==> src/rtl/display_scan_ctrl.sv <==
// display_scan_ctrl: double-buffered scan controller for a 4-digit 7-segment display and an 8x8 LED matrix.
module display_scan_ctrl #(
    parameter int CLOCK_FREQUENCY = 50_000_000,
    parameter int SCAN_RATE = 1000,
    parameter int BLANK_CYCLES = 16
) (
    input  logic        CLOCK_IN,
    input  logic        reset,
    input  logic        wr_en,
    input  logic [3:0]  wr_addr,
    input  logic [7:0]  wr_data,
    input  logic        commit,
    output logic        pending,
    output logic        frame_done,
    output logic [2:0]  slot,
    output logic [11:0] LED,
    output logic [7:0]  ROW_LED,
    output logic [7:0]  COL_LED
);
    localparam int SLOT_CYC = CLOCK_FREQUENCY / SCAN_RATE;
    localparam int CW = $clog2(SLOT_CYC);
    localparam logic [15:0][7:0] SEG = {8'h8E, 8'h86, 8'hA1, 8'hA7, 8'h83, 8'h88, 8'h90, 8'h80,
                                        8'hF8, 8'h82, 8'h92, 8'h99, 8'hB0, 8'hA4, 8'hF9, 8'hC0};
    typedef enum logic {BLANK, SHOW} state_t;
    state_t state_q, state_d;
    logic [CW-1:0] cnt_q, cnt_d;
    logic [2:0] slot_q, slot_d;
    logic pending_q, pending_d, frame_done_q, frame_done_d;
    logic [11:0] led_q, led_d;
    logic [7:0] row_q, row_d, col_q, col_d;
    logic [5:0] sh_dig_q [4], sh_dig_d [4], ac_dig_q [4], ac_dig_d [4];
    logic [7:0] sh_col_q [8], sh_col_d [8], ac_col_q [8], ac_col_d [8];
    logic last, boundary;
    logic [5:0] dig;
    always_ff @(posedge CLOCK_IN) begin
        if (reset) begin
            state_q <= BLANK;
            cnt_q <= '0;
            slot_q <= '0;
            pending_q <= 1'b0;
            frame_done_q <= 1'b0;
            led_q <= 12'hFFF;
            row_q <= 8'hFF;
            col_q <= 8'hFF;
            sh_dig_q <= '{default: 6'h20};
            ac_dig_q <= '{default: 6'h20};
            sh_col_q <= '{default: 8'h00};
            ac_col_q <= '{default: 8'h00};
        end else begin
            state_q <= state_d;
            cnt_q <= cnt_d;
            slot_q <= slot_d;
            pending_q <= pending_d;
            frame_done_q <= frame_done_d;
            led_q <= led_d;
            row_q <= row_d;
            col_q <= col_d;
            sh_dig_q <= sh_dig_d;
            ac_dig_q <= ac_dig_d;
            sh_col_q <= sh_col_d;
            ac_col_q <= ac_col_d;
        end
    end
    always_comb begin
        last = cnt_q == CW'(SLOT_CYC - 1);
        boundary = state_q == SHOW && last && slot_q == 3'd7;
        state_d = state_q == BLANK ? (cnt_q == CW'(BLANK_CYCLES - 1) ? SHOW : BLANK) : (last ? BLANK : SHOW);
        cnt_d = last ? '0 : cnt_q + 1'b1;
        slot_d = state_q == SHOW && last ? slot_q + 3'd1 : slot_q;
    end
    always_comb begin
        sh_dig_d = sh_dig_q;
        sh_col_d = sh_col_q;
        ac_dig_d = ac_dig_q;
        ac_col_d = ac_col_q;
        if (wr_en && wr_addr[3])
            sh_col_d[wr_addr[2:0]] = wr_data;
        if (wr_en && !wr_addr[3] && !wr_addr[2])
            sh_dig_d[wr_addr[1:0]] = wr_data[5:0];
        // Swap copies the pre-write shadow, so a write on the boundary waits for the next commit
        if (boundary && pending_q) begin
            ac_dig_d = sh_dig_q;
            ac_col_d = sh_col_q;
        end
        pending_d = pending_q ? !boundary : commit;
        frame_done_d = boundary;
        dig = ac_dig_q[slot_q[1:0]];
        led_d = state_q == SHOW ? {dig[5] ? 8'hFF : {~dig[4], SEG[dig[3:0]][6:0]}, ~(4'b0001 << slot_q[1:0])} : 12'hFFF;
        row_d = state_q == SHOW ? ~ac_col_q[slot_q] : 8'hFF;
        col_d = state_q == SHOW ? ~(8'b1 << slot_q) : 8'hFF;
    end
    assign pending = pending_q;
    assign frame_done = frame_done_q;
    assign slot = slot_q;
    assign LED = led_q;
    assign ROW_LED = row_q;
    assign COL_LED = col_q;
endmodule

==> config.mk <==
export PLATFORM = sky130hd
export DESIGN_NAME = display_scan_ctrl
export DESIGN_NICKNAME = d
export VERILOG_FILES = /design/src/rtl/display_scan_ctrl.sv
export SDC_FILE = /design/constraint.sdc
export NUM_CORES = 1
export LEC_CHECK = 0
export CORE_MARGIN = 2
export CORE_UTILIZATION = 44
export DETAILED_ROUTE_END_ITERATION = 8
export PLACE_DENSITY_LB_ADDON = 0.08
export SLEW_MARGIN = 20
export SYNTH_ARGS = -nofsm -noshare
export SYNTH_HDL_FRONTEND = slang
export SYNTH_SLANG_ARGS = --single-unit
==> constraint.sdc <==
create_clock -name CLOCK_IN -period 2.3 [get_ports CLOCK_IN]
set_clock_uncertainty 0.2 [all_clocks]
set_input_delay 0.69 -clock CLOCK_IN [delete_from_list [all_inputs] [get_ports CLOCK_IN]]
set_output_delay 0.69 -clock CLOCK_IN [all_outputs]
set_load 0.02 [all_outputs]
# After elaboration in Yosys (flattened, before gate mapping)
# Memories as Yosys holds them, arrays and structs flattened. A register that Yosys moved wholly into a read port is not among the register bits.
# Index checks and enable logic that the tools add are counted.
[op_classes]
n_reduce_logical = 14
eq_ne = 3
n_bitwise = 9
shift = 2
order_cmp = 7
addsub = 2
n_mux = 17
[op_table]
columns = ["cell", "n"]
rows = [
  ["bitwise mux 64 bit", 1],
  ["binary-select mux 8 bit (select 3 bit)", 1],
  ["bitwise mux 24 bit", 1],
  ["demux 8 bit (select 3 bit)", 1],
  ["2-to-1 mux 8 bit", 3],
  ["2-to-1 mux 6 bit", 3],
  ["adder 16 x 1 -> 16 bit, second input constant", 1],
  ["equality test 16 bit, second input constant", 1],
  ["equality test 16 x 4 -> 1 bit, second input constant", 1],
  ["NOT 8 bit", 2],
  ["binary-select mux 6 bit (select 2 bit)", 1],
  ["demux 6 bit (select 2 bit)", 1],
  [">= comparator 4 bit, second input constant", 2],
  ["logical AND 1 bit", 8],
  ["NOT 3 -> 4 bit", 2],
  ["<< shifter 1 x 3 -> 8 bit, first input constant", 1],
  ["2-to-1 mux 7 bit", 1],
  [">= comparator 3 bit, second input constant", 2],
  ["NOT 2 -> 3 bit", 2],
  ["less-than comparator 4 x 5 -> 1 bit, second input constant", 1],
  ["less-than comparator 4 x 1 -> 1 bit, second input constant", 1],
  ["2-to-1 mux 1 bit", 4],
  ["NOT 4 bit", 1],
  ["OR reduction 2 bit", 2],
  ["7 further kinds", 10],
]
[word_totals]
rom_bits = 128
register_bits = 226
memories = 1
[memory_table]
columns = ["memory", "depth", "word_bits", "read_ports", "rd_ports_with_merged_regs", "write_ports", "line_no", "rtl"]
rows = [
  ["(name not given)", 16, 8, 1, 1, 0, "88", "led_d = state_q == SHOW ? {dig[5] ? 8'hFF : {~dig[4], SEG[dig[3:0]][6:0]}, ~(4'b0001 << slot_q[1:0])} : 12'hFF ..."],
]

# Depth between registers and ports, before layout
# Gate-level depths: netlist of run 1.
[depth]
word_depth = 6
mapped_depth = 8
depth_no_buf = 6

# Worst setup path after synthesis of run 1
# Ideal clock, no wire load.
[synth_timing]
path_type = "flip-flop to flip-flop"
from = "reg slot_q[0], in the netlist slot[0]"
to = "reg led_q[5], in the netlist LED[5]"
synth_period_minus_slack_ns = 2.306
t_arrival_ns = 1.967
path_slack_ns = -0.006
stages_incl_launch_ff = 8
t_required_ns = 1.961
path_buffers = 2
cell_sequence = "dfxtp_1 buf_2 buf_2 mux4_2 inv_1 ha_1 o211ai_1 o211ai_1"
[synth_via]
elab_chain_len = 5
[synth_rtl]
columns = ["element", "line_no", "rtl"]
rows = [
  ["start, declared", "27", "logic [2:0] slot_q, slot_d;"],
  ["start signal, assigned", "52", "slot_q <= slot_d;"],
  ["NOT 2 -> 3 bit (implied by the code) (*)", "87", "dig = ac_dig_q[slot_q[1:0]];"],
  ["binary-select mux 6 bit (select 2 bit) (*)", "87", ""],
  ["2-to-1 mux 6 bit (implied by the code) (*) (2 in a row)", "87", ""],
  ["OR reduction 3 bit (no line)", "-", ""],
  ["end, declared", "29", "logic [11:0] led_q, led_d;"],
]
# Every way passes the cells marked *; elsewhere a longest branch is shown, timed or not. The select of a mux whose other input is x is not followed.
# A chain may end at the register's enable or synchronous reset.

# Final worst setup path of run 1
[layout_timing]
from = "reg slot_q[1], in the netlist slot[1]"
to = "out slot[1]"
[layout_lines]
columns = ["element", "line_no", "rtl"]
rows = [
  ["end, declared", "15", "output logic [2:0] slot,"],
]
# No word-level cell between the ends.

==> flow_metrics.tcl, run 1 <==
set metrics [dict create \
    outcome "completed" \
    viasPerCell 5.397 \
    final_hold_viol_count 0 \
    drt-total-wl_um 24120 \
    met1_length_um 12100 \
    r2r_start "slot[1]" \
    detail_route.wl_per_cell_um 18.11 \
    track_usage_pct 21.45 \
    hold_ws_ns 0.2494 \
    fmax_mhz 447.4 \
    yosys_warnings 0 \
    place_ws_ns -0.1120 \
    worst_slack_ns 0.06471 \
    die_area_um2 22180 \
    met3WireLength_um 1315 \
    grt_pass1_wl_um 38050 \
    slew_viol_final 0 \
    clockBufferDepth 3 \
    area_delta_synth_final_pct 23.53 \
    syn_area_um2 9243 \
    finalCriticalPeriod_ns 2.235 \
    arrival_ns 1.35 \
    synthArstFlopShare_pct 0 \
    die_w_um 148.9 \
    power.total_mw 8.329 \
    dr.pass1.iters 4 \
    drive_gt1_share_pct 16.18 \
    seq_area_frac_synth_pct 48.95 \
    ff2ff_path_depth 7 \
    crit_path_end_kind "primary output" \
    seq_area_um2 4529 \
    worst_pin_slew_ns 0.4616 \
    leakagePower_nw 4.123 \
    nets 1067 \
    vias 7189 \
    core_area_um2 20820 \
    rsz0062_at_grt "no" \
    grt_pass1_vias 6819 \
    clk_pin_slew_ns 0.06 \
    final_antenna_net_count 0 \
    avgSynthCellArea_um2 9.528 \
    worstPathRequired_ns 1.41 \
    multi_input_area_um2 4300 \
    cts_buffers 26 \
    place_area_um2 10440 \
    peakVddDrop_mv 0.6311 \
    synth_fp_nets 1000 \
    r2r_end "ac_col_q[45]" \
    synth_seq_cells 226 \
    root_buffer "clkbuf_16" \
    clock_latency_ns 0.53 \
    start_util_pct 44.39 \
    cts-htree-levels 1 \
    top_layer_used "met4" \
    place_congestion 0.7318 \
    num-fill-cells 1906 \
    timing.final.crit_share_pct 97.19 \
    mostFrequentLayoutCells "224 x dfxtp_1, 113 x nor2_1, 98 x nand3_1" \
    io_buffers 48 \
    tritoncts "built" \
    drt_iter0_markers 494 \
    diodes 0 \
    final_area_um2 11420 \
    ctsHoldBuffers 0 \
    wl_met2_um 10440 \
    criticalPathCategory "reg -> out" \
    power_density_nw_per_um2 729.5 \
    startpoint_type "flop" \
    syn_inst 970 \
    ys.flop_type "dfxtp_1" \
    grt_start_max_net_pins 86 \
    antenna_found_initial 0 \
    drc 0 \
    hp-class "reg -> reg" \
    ys_types 51 \
    clkSinkCount 226 \
    finalSetupViolCount 0 \
    cap_violations 0 \
    mostFrequentLayoutCell "dfxtp_1" \
    worstSetupStartpoint "slot[1]" \
    rrSetupSlack_ns 0.11 \
    fin_setup_tns_ns 0 \
    rows 53 \
    critPathCapture "slot[1]" \
    slew_headroom_pct 69.13 \
    synth-edff-count 0 \
    dp_hpwl_um 14240 \
    die_y_um 148.9 \
    io_pins 49 \
    cp_max_fo 8 \
    grt_overflow 0 \
]
==> layer usage <==
metal | vias up | track usage [%]
met5 | - | 0
met4 | 0 | 4.381
met3 | 21 | 2.722
met2 | 198 | 32.70
met1 | 3439 | 32.63
li1 | 3531 | -
==> area by class of cell <==
cell class              instances  share of cell area, %
repair buffers                123                  11.74
inverters                       8                 0.2630
clock buffers                  40                  6.948
well taps                     275                  3.014
multi-input cells             652                  37.67
clock inverters                 8                 0.7014
flip-flops and latches        226                  39.67
==> registers in the layout (all words and copies together) (netlist names) <==
register and count:
state_q 1, sh_dig_q 24, cnt_q 16, pending 1, ac_dig_q 24, slot 3, ROW_LED 8, COL_LED 8
sh_col_q 64, LED 12, ac_col_q 64, frame_done 1
==> cells by family after synthesis <==
logic type / Yosys count / share of synthesized area (%)
compound gates: 198 / 11.47
flops: 226 / 48.95
xor+xnor: 11 / 1.042
simple gates: 319 / 17.04
mux: 110 / 14.92
fa+ha+maj: 14 / 1.895
buf+inv: 92 / 4.684
==> synthesized netlist by cell type (2+ instances only) <==
cell / instances / share of area [%]
xor2_1: 5 / 0.47
o211ai_1: 4 / 0.32
mux2i_1: 86 / 9.3
dfxtp_1: 226 / 49
a211o_1: 8 / 0.76
buf_2: 25 / 1.4
nor2_1: 113 / 4.6
mux2_1: 2 / 0.24
inv_1: 8 / 0.32
and3_1: 4 / 0.27
mux4_2: 22 / 5.4
nor2b_1: 5 / 0.34
or4_1: 2 / 0.16
clkbuf_1: 51 / 2.1
and4_1: 2 / 0.19
buf_6: 5 / 0.61
buf_4: 2 / 0.16
nor3_1: 5 / 0.27
ha_1: 14 / 1.9
nor3_4: 4 / 0.70
nand4_1: 4 / 0.27
o31ai_1: 2 / 0.16
nand2b_1: 5 / 0.34
nand2_1: 51 / 2.1
xnor2_1: 6 / 0.57
nor4_4: 2 / 0.46
or3_1: 3 / 0.20
nor2_2: 6 / 0.41
nand2_2: 2 / 0.14
o21ai_0: 80 / 4.3
nand3_1: 99 / 5.4
a21oi_1: 90 / 4.9
o21ai_1: 9 / 0.49
==> worst min path at each step <==
stage	start	to	cells after the start
2_1_floorplan	cnt_q[0]	cnt_q[0]	1
3_3_place_gp	cnt_q[0]	cnt_q[0]	1
3_5_place_dp	sh_dig_q[5]	sh_dig_q[5]	1
4_1_cts	cnt_q[0]	cnt_q[0]	1
5_1_grt	sh_dig_q[5]	sh_dig_q[5]	1
6_report	cnt_q[0]	cnt_q[0]	1
==> stage by stage <==
step           std cells  utilization, %
2_1_floorplan        970               -
3_3_place_gp        1273           50.12
3_5_place_dp        1273           50.12
4_1_cts             1321           54.16
5_1_grt             1332           54.83
6_report            1332           54.83
==> worst max-delay path, cell delays in order, from the launching register on <==
cell             delay (ns)
dfxtp_4                0.38
buf_6                  0.16
clkdlybuf4s15_2        0.27
==> report_power, final <==
| part | internal [mW] | total [mW] | switching [mW] |
|---|---|---|---|
| Clock | 2.49 | 4.12 | 1.64 |
| Sequential | 3.94 | 3.96 | 0.0160 |
| Combinational | 0.0988 | 0.250 | 0.151 |
| Total | 6.52 | 8.33 | 1.80 |
==> timing repair <==
item,CTS,global route
pin swaps,0,2
setup endpoints to repair,63,92
buffers inserted,0,8
cloned,0,3
resized for setup,39,39
Note: power is estimated with default switching activity, not from simulation.
==> run 2: changes to the inputs <==
--- a/config.mk
+++ b/config.mk
@@ -8,7 +8,7 @@
 export CORE_MARGIN = 2
 export CORE_UTILIZATION = 44
 export DETAILED_ROUTE_END_ITERATION = 8
-export PLACE_DENSITY_LB_ADDON = 0.08
+export PLACE_DENSITY = 0.71
 export SLEW_MARGIN = 20
 export SYNTH_ARGS = -nofsm -noshare
 export SYNTH_HDL_FRONTEND = slang
==> run 2 against run 1 <==
Effect of this change: routed wire length is 11% lower; flip-flop and latch count unchanged; register-to-register slack is essentially flat; sequential share of layout area up 1.3 points; final cell count down 2.3%; critical endpoint unchanged; largest cell class unchanged; highest routed layer unchanged.
==> flow_metrics.tcl, run 2 (synthesized netlist as in run 1, its figures left out) <==
set metrics [dict create \
    worst_pin_slew_ns 0.5919 \
    cp_top_family "buffers and inverters" \
    cap_violations 0 \
    power_density_nw_per_um2 726.3 \
    drc 0 \
    worstPathRequired_ns 1.41 \
    place_congestion 0.7604 \
    crit_path_end_kind "primary output" \
    io_buffers 48 \
    final_antenna_net_count 0 \
    core_area_um2 20820 \
    slew_headroom_pct 60.54 \
    antenna_found_initial 0 \
    grt_pass1_wl_um 34910 \
    top_regs "ac_col_q (64), sh_col_q (64)" \
    die_y_um 148.9 \
    mostFrequentLayoutCells "224 x dfxtp_1, 113 x nor2_1, 98 x nand3_1" \
    crit_path_max_incr_delay_ns 0.39 \
    peakVddDrop_mv 0.3356 \
    cp_max_fo 5 \
    cts_buffers 24 \
    area_delta_synth_final_pct 19.47 \
    slowest_stage "dfxtp_4" \
    timing.final.crit_share_pct 96.57 \
    diodes 0 \
    track_usage_pct 19.33 \
    die_area_um2 22180 \
    grt_start_max_net_pins 139 \
    io_pins 49 \
    finalSetupViolCount 0 \
    arrival_ns 1.33 \
    grt_overflow 0 \
    tritoncts "built" \
    criticalPathCategory "reg -> out" \
    hp-class "reg -> reg" \
    dr.pass1.iters 5 \
    worst-path-buf-inv 2 \
    drive_gt1_share_pct 13.83 \
    grt_pass1_vias 6767 \
    drt_iter0_markers 476 \
    ctsHoldBuffers 0 \
    vias 7069 \
    path_cells "buf_4, dlygate4sd2_1" \
    detail_route.wl_per_cell_um 16.42 \
    num-fill-cells 1845 \
    root_buffer "clkbuf_16" \
    startpoint_type "flop" \
    leakagePower_nw 3.922 \
    clockBufferDepth 3 \
    nets 1040 \
    cts-htree-levels 1 \
    die_w_um 148.9 \
    outcome "completed" \
    fin_setup_tns_ns 0 \
    power.total_mw 8.020 \
    clock_latency_ns 0.52 \
    clkSinkCount 226 \
    mostFrequentLayoutCell "dfxtp_1" \
    slew_viol_final 0 \
    final_hold_viol_count 0 \
    drt-total-wl_um 21370 \
    dp_hpwl_um 12850 \
    finalCriticalPeriod_ns 2.221 \
    start_util_pct 44.39 \
    rows 53 \
    clk_pin_slew_ns 0.06 \
    fmax_mhz 450.2 \
    viasPerCell 5.429 \
]
## run 2: changes by cell type in the layout (fill, tap and decap cells not counted), moves of 2 or more
cell / before / now
buf_12: 22 / 18
buf_4: 48 / 31
clkbuf_1: 5 / 2
clkbuf_16: 28 / 25
clkbuf_8: 9 / 5
clkinv_2: 5 / 7
clkinvlp_4: 0 / 2
o21ai_0: 47 / 70
o21ai_1: 42 / 19
## run 2: path summary, 6_finish.rpt
| kind | endpoint | start | depth (start not counted) | slack, ns |
|---|---|---|---|---|
| max | slot[1] | slot[1] | 2 | 0.08 |
| min | cnt_q[0] | cnt_q[0] | 1 | 0.25 |
| max reg2reg | ac_col_q[46] | slot[1] | 7 | 0.12 |
| min reg2reg | cnt_q[0] | cnt_q[0] | 1 | 0.25 |
## run 2: what timing repair did
item	CTS	global route
setup endpoints to repair	119	91
gates resized for setup	38	15
setup buffers	0	0
hold endpoints to repair	0	0
## run 2: metal layers
layer / track usage [%] / vias up / wire length [µm]
met1: 26.57 / 3395 / 9842
met3: 2.202 / 36 / 912
met2: 32.03 / 166 / 10200
li1: - / 3472 / -
met5: 0 / - / 0
met4: 6.095 / 0 / 414
## run 2: power breakdown
| group | total (mW) | switching [mW] | internal [mW] |
|---|---|---|---|
| clock | 3.83 | 1.57 | 2.26 |
| sequential | 3.95 | 0.0155 | 3.94 |
| combinational | 0.235 | 0.141 | 0.0936 |
| total | 8.02 | 1.73 | 6.29 |
## run 2: metrics by stage
step / area, µm² / instances / setup WS [ns] / util [%] / hold slack [ns]
2_1_floorplan: 9245 / 970 / 0.01920 / - / 0.2175
3_3_place_gp: 10260 / 1259 / -0.09594 / 49.30 / 0.2302
3_5_place_dp: 10260 / 1259 / -0.1448 / 49.30 / 0.2445
4_1_cts: 11020 / 1302 / 0.007266 / 52.92 / 0.2531
5_1_grt: 11040 / 1302 / -0.007248 / 53.03 / 0.2793
6_report: 11040 / 1302 / 0.07886 / 53.03 / 0.2482
## run 2: layout make-up
type	instances	area, µm²	area share (%)
flip-flops and latches	226	4529	41.02
multi-input cells	652	4299	38.93
repair buffers	98	1041	9.428
clock buffers	32	701.9	6.357
well taps	275	344.1	3.116
clock inverters	11	96.34	0.8725
inverters	8	30.03	0.2720
==> run 3: changes to the inputs <==
==> constraint.sdc (replaced) <==
create_clock -name CLOCK_IN -period 2.1 [get_ports CLOCK_IN]
set_clock_uncertainty 0.2 [all_clocks]
set_input_delay 0.63 -clock CLOCK_IN [delete_from_list [all_inputs] [get_ports CLOCK_IN]]
set_output_delay 0.63 -clock CLOCK_IN [all_outputs]
set_load 0.02 [all_outputs]
==> run 3 against run 2 <==
Effect of this change: the flow now finishes with violations (setup timing); first-iteration DRC count rose by 31%; clock power increased by 5.5%; non-clock buffer count up 28; combinational power is 15% higher; die area unchanged; sequential power up 9.6%; hold slack worse by 0.040 ns; final area rose by 4.7%; power rose by 7.7%; clock-buffer cell count is 5 higher; critical path depth increased by 4; critical path type is now reg -> reg; critical endpoint is now LED[7]; largest cell class unchanged; highest routed layer unchanged.
==> flow_metrics.tcl, run 3 (synthesized netlist as in run 1, its figures left out) <==
set metrics [dict create \
    area_delta_synth_final_pct 25.10 \
    hold_depth 2 \
    timing.final.crit_share_pct 101.6 \
    dp_hpwl_um 13520 \
    grt_pass1_wl_um 36010 \
    path_cells "buf_12, mux4_2, ha_4, nor2b_4, nor4b_4, a31oi_1" \
    fin_setup_tns_ns -0.03366 \
    peakVddDrop_mv 0.4424 \
    top_regs "ac_col_q (64), sh_col_q (64)" \
    cp_max_fo 4 \
    drt-total-wl_um 23750 \
    io_buffers 48 \
    worstPathRequired_ns 2.27 \
    die_area_um2 22180 \
    fmax_mhz 468.7 \
    mostFrequentLayoutCell "dfxtp_1" \
    viasPerCell 5.605 \
    slowest_stage "mux4_2" \
    worst-path-buf-inv 1 \
    clockBufferDepth 3 \
    diodes 0 \
    hold_ws_ns 0.2083 \
    power_density_nw_per_um2 747.1 \
    die_y_um 148.9 \
    drt_iter0_markers 623 \
    grt_pass1_vias 6961 \
    outcome "finished, violations left" \
    die_w_um 148.9 \
    slew_headroom_pct 68.08 \
    io_pins 49 \
    place_congestion 0.7649 \
    start_util_pct 44.39 \
    detail_route.wl_per_cell_um 17.86 \
    finalCriticalPeriod_ns 2.134 \
    tritoncts "built" \
    track_usage_pct 20.05 \
    core_area_um2 20820 \
    root_buffer "clkbuf_16" \
    holdCritStartpoint "reset" \
    drive_gt1_share_pct 18.20 \
    startpoint_type "flop" \
    place_area_um2 10380 \
    arrival_ns 2.30 \
    worst_pin_slew_ns 0.4787 \
    crit_path_end_kind "flop" \
    clock_latency_ns 0.51 \
    rows 53 \
    slew_viol_final 0 \
    cp.depth 6 \
    crit_path_max_incr_delay_ns 0.61 \
    final_area_um2 11560 \
    cts_buffers 23 \
    r2r_start "slot[1]" \
    place_ws_ns -0.3033 \
    grt_start_max_net_pins 65 \
    cap_violations 0 \
    min_to "ac_col_q[29]" \
    rsz0062_at_grt "yes" \
    final_hold_viol_count 0 \
    rrSetupSlack_ns -0.03 \
    grt_overflow 0 \
    nets 1068 \
    antenna_found_initial 0 \
    hp-class "in -> reg" \
    final_antenna_net_count 0 \
    cp_top_family "multiplexers" \
    clk_pin_slew_ns 0.06 \
    finalSetupViolCount 1 \
    worst_slack_ns -0.03366 \
    cts-htree-levels 1 \
    drc 0 \
    leakagePower_nw 4.131 \
    r2r_end "LED[7]" \
    clkSinkCount 226 \
    criticalPathCategory "reg -> reg" \
    mostFrequentLayoutCells "224 x dfxtp_1, 113 x nor2_1, 98 x nand3_1" \
    dr.pass1.iters 5 \
    vias 7455 \
    ff2ff_path_depth 6 \
    violations "setup timing" \
]
-- run 3: where the power goes --
part	switching, mW	leakage [nW]	internal, mW	total [mW]
clock network	1.64	0.372	2.39	4.04
logic	0.162	1.93	0.109	0.271
registers	0.0181	1.83	4.31	4.33
-- run 3: layout make-up --
type                       count  area (µm²)
fill                        1799        9260
inverter                       8       32.53
multi-input combinational    653        4463
sequential                   226        4532
clock inverter                 5       53.80
clock buffer                  37       698.2
tap                          275       344.1
timing repair buffer         126        1439
-- run 3: how the worst max path moves through the flow --
| stage | slack (ns) | from | endpoint |
|---|---|---|---|
| 4_1_cts | -0.01 | slot[1] | LED[4] |
| 2_1_floorplan | 0.0005 | slot[1] | ac_col_q[22] |
| 3_5_place_dp | -0.30 | wr_addr[2] | sh_dig_q[23] |
| 6_report | -0.03 | slot[1] | LED[7] |
| 3_3_place_gp | -0.25 | wr_addr[2] | sh_dig_q[8] |
| 5_1_grt | -0.07 | slot[1] | LED[7] |
-- run 3: repair_timing --
action                                  4_1_cts  5_1_grt
gates cloned                                  2        8
gates resized for setup                      59       84
pin swaps                                     2       11
buffers inserted                              3        3
endpoints found under the setup margin      121       82
hold buffers                                  0        0
-- run 3: through the flow --
stage,util (%),power (mW),cells
after floorplan,-,4.572,970
after global placement,49.83,4.690,1272
after detailed placement,49.83,4.695,1272
after CTS,53.93,8.685,1319
after global routing,55.53,8.880,1330
final,55.53,8.638,1330
-- run 3: per-layer routing --
metal,vias to the layer above,track usage [%],share of wire [%]
li1,3541,-,-
met1,3586,27.04,43
met2,285,33.92,47
met3,43,2.722,7.3
met4,0,5.476,2.7
met5,-,0,0
==> patch: new RTL, flow settings as in run 1 <==
The output `COL_LED` loses its register stage (`col_q` becomes a continuous assignment).
--- a/src/rtl/display_scan_ctrl.sv
+++ b/src/rtl/display_scan_ctrl.sv
@@ -41,7 +41,6 @@
             frame_done_q <= 1'b0;
             led_q <= 12'hFFF;
             row_q <= 8'hFF;
-            col_q <= 8'hFF;
             sh_dig_q <= '{default: 6'h20};
             ac_dig_q <= '{default: 6'h20};
             sh_col_q <= '{default: 8'h00};
@@ -54,13 +53,14 @@
             frame_done_q <= frame_done_d;
             led_q <= led_d;
             row_q <= row_d;
-            col_q <= col_d;
             sh_dig_q <= sh_dig_d;
             ac_dig_q <= ac_dig_d;
             sh_col_q <= sh_col_d;
             ac_col_q <= ac_col_d;
         end
     end
+
+    assign col_q = col_d;
     always_comb begin
         last = cnt_q == CW'(SLOT_CYC - 1);
         boundary = state_q == SHOW && last && slot_q == 3'd7;
Check against the original RTL: no difference found for any inputs over 10 cycles, from zero or initial values and one cycle with reset high; that may be too few to reach the edited logic, so the function may still have changed.
==> patch against run 1 <==
The flow now finishes with violations (setup timing). Routed wire length fell by 5.5%. Clock power fell by 12%. Sequential cell count fell by 8. Setup slack got worse by 0.12 ns. Final area fell by 2.8%. Largest cell class unchanged. Power fell by 7.6%. Maximum frequency fell by 5.2%. Largest power group is now registers. Area after synthesis fell by 2.5%. Sequential power fell by 4%. Core utilization rose by 0.19 points.
==> patch: results (changes against run 1) <==
| Metric | Value |
|---|---|
| Layout cells sized above 1 | 17.3% (+1.1 points) |
| FF-to-FF End | LED[7] |
| TritonCTS Buffers | 25 (-3.8%) |
| Pre-CTS setup slack | -0.292 ns (-0.180 ns) |
| Drt pass-1 iters | 5 (+1) |
| Vias in the first global route | 6836 (+0.25%) |
| Commonest cells post-synth | dfxtp_1, nor2_1, nand3_1 |
| Clock Tree Buf Depth | 3 (unchanged) |
| Detailed placement HPWL | 14200 um (-0.50%) |
| Nets@finish | 1067 (unchanged) |
| Worst-margin pin slew | 0.472 ns (+0.0105 ns) |
| Synth unique cells | 46 (-9.8%) |
| Async S/R FF share, synth | 0% (unchanged) |
| Critical Path End | COL_LED[6] |
| Setup_tns | -0.0944 ns (-0.0944 ns) |
| Clock latency on the worst-skew pair | 0.51 ns (-0.02 ns) |
| Status | finished, violations left |
| Post-route setup slack | -0.0579 ns (-0.123 ns) |
| VDD IR max | 0.571 mV (-9.5%) |
| CP startpoint | slot[0] |
| Leakage Power | 4.06 nW (-1.6%) |
| CP max FO | 3 (-5) |
| Mapped Nets | 997 (-0.30%) |
| Layout filler cell count | 1871 (-1.8%) |
| All-Layer GR Usage | 20.7% (-0.74 points) |
| Routed vias/inst | 5.42 (+0.45%) |
| Internal power | 6.06 mW (-7.1%) |
| Min-Delay Path Class | flip-flop to flip-flop |
| Violated checks | setup timing |
| Pin count of the biggest net entering global routing | 79 (-8.1%) |
| H-tree depth | 1 (unchanged) |
| Final GP Congestion | 0.777 (+6.1%) |
| Average wire per standard cell | 17.3 um (-4.5%) |
| Synth top area cells | dfxtp_1, mux2i_1, nand3_1 |
| Register area share after synthesis | 48.4% (-0.53 points) |
| First-pass GRT wire length | 36700 um (-3.4%) |
| Initial antenna violation count | 0 (unchanged) |
| Clock-pin slew on the worst setup and hold paths | 0.06 ns (about the same) |
| R2r setup slk | 0.07 ns (-0.04 ns) |
| Worst reg2reg path depth | 6 (-1) |
| Clock root buffer | clkbuf_16 |
| Final setup viols | 2 (+2) |
| Port bufs | 48 (unchanged) |
| Largest registers | ac_col_q: 64 flops, sh_col_q: 64 flops |
| Synth Flop Type | dfxtp_1 |
| Number of DRC markers in iteration 0 | 401 (-19%) |
| YS warnings | 0 (unchanged) |
==> patch: cell families after synthesis <==
family,share of synthesized area [%]
AND/OR/NAND/NOR,16.8
flip-flops,48.4
AO/OA/AOI/OAI,12.5
multiplexers,14.4
buffers and inverters,4.86
adder cells (fa/ha/maj),1.94
XOR/XNOR,1.07
==> patch: how the worst min path moves through the flow <==
stage | start | to | slack, ns | depth (start not counted)
6_report | sh_dig_q[17] | sh_dig_q[17] | 0.26 | 1
5_1_grt | sh_dig_q[11] | sh_dig_q[11] | 0.27 | 1
4_1_cts | sh_dig_q[11] | sh_dig_q[11] | 0.26 | 1
3_5_place_dp | sh_dig_q[11] | sh_dig_q[11] | 0.25 | 1
3_3_place_gp | sh_dig_q[17] | sh_dig_q[17] | 0.24 | 1
2_1_floorplan | sh_dig_q[11] | sh_dig_q[11] | 0.23 | 1
==> patch: critical path, cell delays in order, from the launching register on <==
cell and delay, ns:
dfxtp_4 0.37, buf_6 0.12, inv_6 0.04, ha_4 0.15
buf_6 0.11, nand3_2 0.05, buf_6 0.11
==> patch: layout make-up <==
cell class	instances	area [um^2]	area share [%]
Sequential cell	218	4380	39.4
Multi-Input combinational cell	651	4330	39.0
Timing Repair Buffer	128	1260	11.4
Clock buffer	37	731	6.58
Tap cell	270	338	3.04
Inverter	13	57.6	0.519
Clock inverter	2	10.0	0.0902
==> patch: metal layers <==
layer  track usage (%)  routed length, um  up-vias
met4              5.19                494        0
li1                  -                  -     3537
met3              2.76                798       42
met2              34.1              10600      127
met5                 0                  0        -
met1              29.0              10900     3445
==> patch: repair_timing <==
| item | CTS | global route |
|---|---|---|
| setup endpoints to repair | 37 | 85 |
| gates cloned | 0 | 1 |
| pin swaps | 1 | 6 |
| buffers inserted | 1 | 4 |
| gates resized for setup | 74 | 40 |
==> patch: through the flow <==
| stage | std cells | area [um^2] | util, % |
|---|---|---|---|
| floorplan | 967 | 9020 | - |
| global placement | 1274 | 10200 | 50.5 |
| detailed placement | 1274 | 10200 | 50.5 |
| CTS | 1314 | 10900 | 54.1 |
| global route | 1319 | 11100 | 55.0 |
| finish | 1319 | 11100 | 55.0 |
==> patch: power groups by stage <==
stage          Clock [mW]  Combinational (mW)  Sequential [mW]
2_1_floorplan           0               0.136             3.90
3_3_place_gp            0               0.252             3.90
3_5_place_dp            0               0.252             3.90
4_1_cts              3.72               0.252             3.82
5_1_grt              3.86               0.271             3.82
6_report             3.63               0.250             3.81
